### src/rtl/led_seq_pkg.sv
// ---------------------------------------------------------------------------
// led_seq_pkg
//   Shared definitions for the LED sweep sequencer:
//     - phase_t      : 3-bit phase encoding reported on the phase output
//     - SEL_*        : 2-bit encoding of the manual mode_sel input
//     - sel_to_phase : maps a mode_sel value to the phase it selects
//     - start_pattern: first LED pattern of a phase for a bank of width w
//                      (returned MAX_W wide; callers truncate to their width)
// ---------------------------------------------------------------------------
package led_seq_pkg;

    typedef enum logic [2:0] {
        PH_IDLE = 3'd0,
        PH_L2R  = 3'd1,
        PH_R2L  = 3'd2,
        PH_M2S  = 3'd3,
        PH_S2M  = 3'd4
    } phase_t;

    localparam logic [1:0] SEL_L2R = 2'd0;
    localparam logic [1:0] SEL_R2L = 2'd1;
    localparam logic [1:0] SEL_M2S = 2'd2;
    localparam logic [1:0] SEL_S2M = 2'd3;

    localparam int MAX_W = 64;

    function automatic phase_t sel_to_phase(input logic [1:0] sel);
        phase_t ph;
        case (sel)
            SEL_L2R: ph = PH_L2R;
            SEL_R2L: ph = PH_R2L;
            SEL_M2S: ph = PH_M2S;
            SEL_S2M: ph = PH_S2M;
            default: ph = PH_L2R;
        endcase
        return ph;
    endfunction

    function automatic logic [MAX_W-1:0] start_pattern(input phase_t ph, input int unsigned w);
        logic [MAX_W-1:0] one;
        logic [MAX_W-1:0] pat;
        one = {{(MAX_W-1){1'b0}}, 1'b1};
        case (ph)
            PH_L2R:  pat = one << (w - 1);
            PH_R2L:  pat = one;
            PH_M2S:  pat = (one << (w / 2)) | (one << (w / 2 - 1));
            PH_S2M:  pat = (one << (w - 1)) | one;
            default: pat = '0;
        endcase
        return pat;
    endfunction

endpackage

### src/rtl/led_tick_gen.sv
// ---------------------------------------------------------------------------
// led_tick_gen
//   Prescaler for the sweep sequencer. Counts 0..TICK_DIV-1 on enabled
//   cycles and raises a registered one-cycle tick on every wrap, so the first
//   tick after a cleared count appears TICK_DIV enabled cycles later.
//   Ports:
//     clk   in   system clock
//     rst_n in   asynchronous active-low reset
//     en    in   count enable; low holds the count and suppresses tick
//     clr   in   synchronous clear of count and tick (dominates en)
//     tick  out  one-cycle step strobe
// ---------------------------------------------------------------------------
module led_tick_gen #(
    parameter int TICK_DIV = 50
) (
    input  logic clk,
    input  logic rst_n,
    input  logic en,
    input  logic clr,
    output logic tick
);

    localparam int CNT_W = (TICK_DIV > 1) ? $clog2(TICK_DIV) : 1;
    localparam logic [CNT_W-1:0] CNT_LAST = CNT_W'(TICK_DIV - 1);

    logic [CNT_W-1:0] cnt;

    always_ff @(posedge clk or negedge rst_n) begin
        if (!rst_n) begin
            cnt  <= '0;
            tick <= 1'b0;
        end else if (clr) begin
            cnt  <= '0;
            tick <= 1'b0;
        end else if (en) begin
            if (cnt == CNT_LAST) begin
                cnt  <= '0;
                tick <= 1'b1;
            end else begin
                cnt  <= cnt + CNT_W'(1);
                tick <= 1'b0;
            end
        end else begin
            tick <= 1'b0;
        end
    end

endmodule

### src/rtl/led_sweep_seq.sv
// ---------------------------------------------------------------------------
// led_sweep_seq
//   LED sweep sequencer. Steps a one-hot (L2R, R2L) or two-hot (M2S, S2M)
//   pattern across an LED_W-wide bank, one step per prescaler tick. Phases
//   rotate automatically or follow mode_sel, chosen on each phase's ending
//   tick; the ending tick loads the next phase's start pattern directly.
//   Optional build macro LED_SEQ_PWM_EN adds a 16-level brightness gate
//   driven by the duty input.
//   Ports:
//     clk        in   system clock
//     rst_n      in   asynchronous active-low reset
//     en         in   run enable; low freezes the sequence
//     clr        in   synchronous return to IDLE (dominates en and tick)
//     mode_auto  in   1 = rotate L2R->R2L->M2S->S2M, 0 = follow mode_sel
//     mode_sel   in   manual next phase: 0 L2R, 1 R2L, 2 M2S, 3 S2M
//     duty       in   PWM duty 0..15 (LED_SEQ_PWM_EN builds only)
//     led        out  LED drive, active high
//     phase      out  current phase: 0 IDLE, 1 L2R, 2 R2L, 3 M2S, 4 S2M
//     cycle_done out  one-cycle pulse on the auto-mode S2M->L2R transition
// ---------------------------------------------------------------------------
module led_sweep_seq
    import led_seq_pkg::*;
#(
    parameter int LED_W    = 16,
    parameter int TICK_DIV = 50
) (
    input  logic             clk,
    input  logic             rst_n,
    input  logic             en,
    input  logic             clr,
    input  logic             mode_auto,
    input  logic [1:0]       mode_sel,
`ifdef LED_SEQ_PWM_EN
    input  logic [3:0]       duty,
`endif
    output logic [LED_W-1:0] led,
    output logic [2:0]       phase,
    output logic             cycle_done
);

    localparam int H = LED_W / 2;

    logic             tick;
    phase_t           ph_q, ph_d, ph_nx;
    logic [LED_W-1:0] pat_q, pat_d, pat_start;
    logic             cd_q, cd_d;
    logic [H-1:0]     up, lo;
    logic             phase_end;

    led_tick_gen #(
        .TICK_DIV (TICK_DIV)
    ) u_tick (
        .clk   (clk),
        .rst_n (rst_n),
        .en    (en),
        .clr   (clr),
        .tick  (tick)
    );

    // Phase that follows the current one if it ends on this tick. From IDLE
    // in auto mode the default branch yields L2R.
    always_comb begin
        ph_nx = PH_L2R;
        if (mode_auto) begin
            case (ph_q)
                PH_L2R:  ph_nx = PH_R2L;
                PH_R2L:  ph_nx = PH_M2S;
                PH_M2S:  ph_nx = PH_S2M;
                default: ph_nx = PH_L2R;
            endcase
        end else begin
            ph_nx = sel_to_phase(mode_sel);
        end
    end

    assign pat_start = LED_W'(start_pattern(ph_nx, LED_W));

    // Step logic: the pattern register is split into an upper and lower half
    // so the two-hot phases move each bit within its own half.
    always_comb begin
        ph_d      = ph_q;
        pat_d     = pat_q;
        cd_d      = 1'b0;
        phase_end = 1'b0;
        up        = pat_q[LED_W-1:H];
        lo        = pat_q[H-1:0];

        if (clr) begin
            ph_d  = PH_IDLE;
            pat_d = '0;
        end else if (tick) begin
            case (ph_q)
                PH_L2R: begin
                    if (pat_q[0]) phase_end = 1'b1;
                    else          pat_d = pat_q >> 1;
                end
                PH_R2L: begin
                    if (pat_q[LED_W-1]) phase_end = 1'b1;
                    else                pat_d = pat_q << 1;
                end
                PH_M2S: begin
                    if (pat_q[LED_W-1] && pat_q[0]) phase_end = 1'b1;
                    else                            pat_d = {up << 1, lo >> 1};
                end
                PH_S2M: begin
                    if (pat_q[H] && pat_q[H-1]) phase_end = 1'b1;
                    else                        pat_d = {up >> 1, lo << 1};
                end
                default: phase_end = 1'b1;
            endcase

            if (phase_end) begin
                ph_d  = ph_nx;
                pat_d = pat_start;
                cd_d  = mode_auto && (ph_q == PH_S2M);
            end
        end
    end

    always_ff @(posedge clk or negedge rst_n) begin
        if (!rst_n) begin
            ph_q  <= PH_IDLE;
            pat_q <= '0;
            cd_q  <= 1'b0;
        end else begin
            ph_q  <= ph_d;
            pat_q <= pat_d;
            cd_q  <= cd_d;
        end
    end

    assign phase      = ph_q;
    assign cycle_done = cd_q;

`ifdef LED_SEQ_PWM_EN
    // Free-running 16-step brightness counter; LEDs are lit while p < duty.
    logic [3:0] pwm_cnt;

    always_ff @(posedge clk or negedge rst_n) begin
        if (!rst_n) pwm_cnt <= 4'd0;
        else        pwm_cnt <= pwm_cnt + 4'd1;
    end

    assign led = pat_q & {LED_W{pwm_cnt < duty}};
`else
    assign led = pat_q;
`endif

endmodule
### config.mk
export PLATFORM = sky130hd
export DESIGN_NAME = led_sweep_seq
export DESIGN_NICKNAME = d
export VERILOG_FILES = /design/src/rtl/led_seq_pkg.sv /design/src/rtl/led_tick_gen.sv /design/src/rtl/led_sweep_seq.sv
export SDC_FILE = /design/constraint.sdc
export NUM_CORES = 1
export LEC_CHECK = 0
export CORE_MARGIN = 3
export CORE_UTILIZATION = 53
export DETAILED_ROUTE_END_ITERATION = 8
export PLACE_DENSITY = 0.85
export SLEW_MARGIN = 10
export SYNTH_ARGS = -nofsm -noshare
export SYNTH_HDL_FRONTEND = slang
export SYNTH_SLANG_ARGS = --single-unit
export TNS_END_PERCENT = 30
### constraint.sdc
create_clock -name clk -period 2.2 [get_ports clk]
set_input_delay 0.33 -clock clk [delete_from_list [all_inputs] [get_ports clk]]
set_output_delay 0.33 -clock clk [all_outputs]
set_load 0.005 [all_outputs]
== Word-level counts from Yosys, hierarchy flattened ==
Index checks and enable logic that the tools add are counted.
Storage, ports and cells
  bits in registers: 27
  input port bits: 7
  output and inout bits: 20
  word-level logic and storage cells: 67
Cells by class
  add/subtract/negate cells: 1
  eq/ne operators: 16
  multiplexer cells: 31
  reductions and logical operators: 12
Operator list (count)
  $pmux W16 S4: 2
  $mux W16: 7
  $mux W6: 3
  $ne A4 B4 Y1 const B: 4
  $eq A3 B2 Y1 const B: 4
  $mux W1: 12
  $mux W3: 4
  $pmux W3 S4: 1
  $reduce_and A5 Y1: 2
  $pmux W3 S3: 1
  $add A6 B1 Y6 const B: 1
  $eq A3 B1 Y1 const B: 2
  $eq A3 B3 Y1 const B: 2
  $eq A6 B6 Y1 const B: 1
  $reduce_and A6 Y1: 1
  $reduce_bool A2 Y1: 3
  $reduce_bool A6 Y1: 1
  $eq A2 B2 Y1 const B: 2
  $pmux W1 S4: 1
  $logic_and A1 B1 Y1: 3
  $eq A2 B1 Y1 const B: 1
  $logic_not A2 Y1: 1
  $reduce_and A2 Y1: 1

== Depth between registers and ports, before layout ==
  depth in word-level cells: 8
  depth in mapped cells: 7

== Modules after synthesis ==
A second synthesis with hierarchy kept.
Unflattened totals
  cells, all modules: 193
  area, all modules: 1778.0 sq um
Modules (own cells, without submodules)
  led_sweep_seq: times used 1, cells each 153, area each 1367.6 sq um
  led_tick_gen: times used 1, cells each 40, area each 410.4 sq um

== Worst setup path after synthesis ==
Ideal clock, no wire load.
  kind: register to register
  start: reg ph_q[2] (netlist: phase[2])
  end: reg pat_q[0] (netlist: led[0])
  library setup time: 99 ps
  arrival time: 1515 ps
  setup slack: 586 ps
  stages on the path, launching flop included: 6
  path buffers: 0
  period minus slack after synthesis: 1614 ps
  cells stage by stage: dfrtp_1 -> nand2b_1 -> a21oi_1 -> o21bai_2 -> or3_1 -> a311oi_1
Between the ends
  cells in the longest elaborated chain, start to end: 8
Ends and longest elaborated chain
  start, declared: line led_sweep_seq.sv:44  | phase_t ph_q, ph_d, ph_nx;
  start signal, assigned: line led_sweep_seq.sv:126  | ph_q <= ph_d;
  $eq A3 B2 Y1 / $eq A3 B1 Y1 (equally long branches): line led_sweep_seq.sv:65, led_sweep_seq.sv:92
  $pmux W3 S3: line led_sweep_seq.sv:65  | case (ph_q)
  $mux W3: line led_sweep_seq.sv:64  | if (mode_auto) begin
  $eq A3 B3 Y1, or another cell as far along: line led_seq_pkg.sv:43  | case (ph)
  $pmux W16 S4: line led_seq_pkg.sv:43
  $mux W16: line led_sweep_seq.sv:112  | if (phase_end) begin
  $mux W16: line led_sweep_seq.sv:91  | end else if (tick) begin
  $mux W16: line led_sweep_seq.sv:88  | if (clr) begin
  end signal, assigned: line led_sweep_seq.sv:127  | pat_q <= pat_d;
  end, declared: line led_sweep_seq.sv:45  | logic [LED_W-1:0] pat_q, pat_d, pat_start;
Parallel ways exist; a longest one is shown, timed or not. The select of a mux whose other input is x is not followed.
A chain may end at the register's enable or synchronous reset.

== Worst setup path in the final report ==
Ends and elaborated chain as after synthesis.

==> metrics.txt <==
FF-to-FF setup slack=0.32 ns; Syn Inst Count=205; Post-Place Cells=272; Worst slew margin=71.20%; Die ar.=4034 sq um; die width=63.51 um; Clock Path Buffers=2; clock latency on the worst-skew pair=0.33 ns; Initial Utilization=56.49%; Ports=27; Worst Setup Path Type=flip-flop to flip-flop; initial antenna violation count=0; status=finished, final reports clean; Final Util=between 60 and 70%; post-route minimum period=1.876 ns; Gates resized, CTS repair=0; core area=3103 sq um; yosys warns=0; pwr dens=373.8 nW/um^2; total of max-cap violations=0; row count=20; WP data required=2.44 ns; Vias=1656; most used flip-flop cell after synthesis=dfrtp_1; n_diodes=0; fin nets=245; Clock Skew=0.01223 ns; Num CTS Buffers=3; H-tree depth=1; Initial DRT Pass Iterations=4; Worst Setup SP=phase[2]; most frequent cells in the layout=27 x dfrtp_1, 26 x clkdlybuf4s50_1, 25 x nand2_1, 21 x nor2_1, 15 x a21oi_1; post-route setup TNS=0 ns; HPWL after detailed placement=between 2000 and 3000 um; Die Height=63.51 um; Async SR Flop Fraction=100.0%; final cell count without fillers=276; WL/cell=approximately 14 um; CTS root buffer=clkbuf_4; synthesis-stage register bit count=27; overall global routing resource usage=19.79%; met2 Usage GRT=32.20%; maximum clock rate=533.2 MHz; Mean Syn Cell Area=8.551 sq um; number of flops mapped to enable cells by yosys=0; CTS tree=built; r2r endpoint=led[0]; CP Max Fanout=11; synth top area cells=dfrtp_1 39%, nand2_1 5.4%, o31ai_1 5.1%; Final setup violation count=0; top cell type's share of synthesized area=between 30 and 40%; Slew Limit Fails=0; met3 GRT Util=3.209%; sequential fraction of the synthesis area=38.54%; Via density=6.000; R2R Path Start=phase[2]; area delta synth->final=20.27%; Worst Hold Class=input pin to asynchronous set/reset pin; clk sinks=27; CP Data Arrival Time=2.12 ns; post-synth cell types=41; Setup Fix Bufs, Post-CTS=0; syn_nets=approximately 220; Hold Violations, Final=0; P_leak=0.8519 nW; largest net degree at the start of global routing=28; met1 Usage GRT=28.07%; first-pass GRT wire length=6596 um; Peak VDD IR=0.4717 mV; Clock transition at path regs=0.15 ns; Tcrit/Tclk final=85.26%; Iter 0 DRT Violations=approximately 160; R2R depth=5; DRC=0; GRT overflow=0; share of cells above drive strength 1=about 8.2%; gr busiest metal=met2; GP Congestion=approximately 0.88; Post-DRT Antenna Nets=0; Crit. End Element=flip-flop; vias in the first global route=about 1400; startpoint types=flip-flop; RSZ-0062 raised after global routing=no; Post-Syn Area=between 1500 and 2000 sq um; hold buffers post-CTS=0; Synth area leader=dfrtp_1; Least-Margin Pin Slew=0.4315 ns; # port buffers=26; Hold Slack=0.3473 ns; DRT Wirelength=3952 um; commonest non-fill, non-tap cell in the layout=dfrtp_1
area by class of cell:
type / instances / area [sq um]
Clock buffer: 3 / 22.52
Clock inverter: 1 / 5.005
Fill cell: 253 / 994.7
Inverter: 7 / 26.28
Multi-Input combinational cell: 159 / 996.0
Sequential cell: 27 / 675.6
Tap cell: 44 / 55.05
Timing Repair Buffer: 35 / 327.8
kinds of logic (layout without fill, tap and decap cells):
group                    Yosys count  count (layout)  synth area share, %
AND/OR/NAND/NOR                   80              80                21.91
buffers and inverters             19              46                4.640
flip-flops                        27              27                38.54
AO/OA/AOI/OAI                     69              69                28.84
adder cells (fa/ha/maj)            5               5                3.569
XOR/XNOR                           5               5                2.499
metal layers:
layer	routed length (um)	part of all wire [%]
met4	21	0.53
met2	1881	48
met3	271	6.9
met1	1778	45
met5	0	0
worst max-delay path, cell delays in order (launching register included):
cell      delay [ns]
dfrtp_1         0.52
nand2b_1        0.22
a21oi_1         0.20
o21bai_2        0.15
or3_1           0.40
a311oi_1        0.29
state kept, by name, indices dropped and copies added, names as in the netlist:
| register | cells |
|---|---|
| u_tick.tick | 1 |
| led | 16 |
| cycle_done | 1 |
| u_tick.cnt | 6 |
| phase | 3 |
cells in the mapped netlist (all sizes together) (5+ instances only):
cell	number
a21oi	16
a221oi	6
a22o	6
a22oi	6
buf	7
clkbuf	5
dfrtp	27
ha	5
inv	7
nand2	25
nand2b	5
nor2	22
nor2b	8
nor3	9
o21ai	5
o31ai	12
metrics by stage:
stage / setup WS (ns) / total power [mW] / cell area (sq um)
after floorplan: 0.5860 / 0.5462 / 1753
after CTS: 0.3570 / 0.7949 / 2108
after detailed placement: 0.2684 / 0.5832 / 2081
after global placement: 0.3639 / 0.5814 / 2081
after global routing: 0.1351 / 0.8205 / 2108
final: 0.3244 / 0.7881 / 2108
where the power goes:
| group | internal, mW | switching [mW] |
|---|---|---|
| registers | 0.499 | 0.00338 |
| clock network | 0.0682 | 0.145 |
| logic | 0.0287 | 0.0435 |
worst max path at each step:
stage                          to  slack [ns]  depth (start not counted)
after floorplan            led[0]        0.59                          5
after global placement     led[0]        0.36                          7
after detailed placement   led[0]        0.27                          7
after CTS                  led[0]        0.36                          5
after global routing      led[11]        0.14                          6
final                      led[0]        0.32                          5
(Power assumes the default switching activity.)
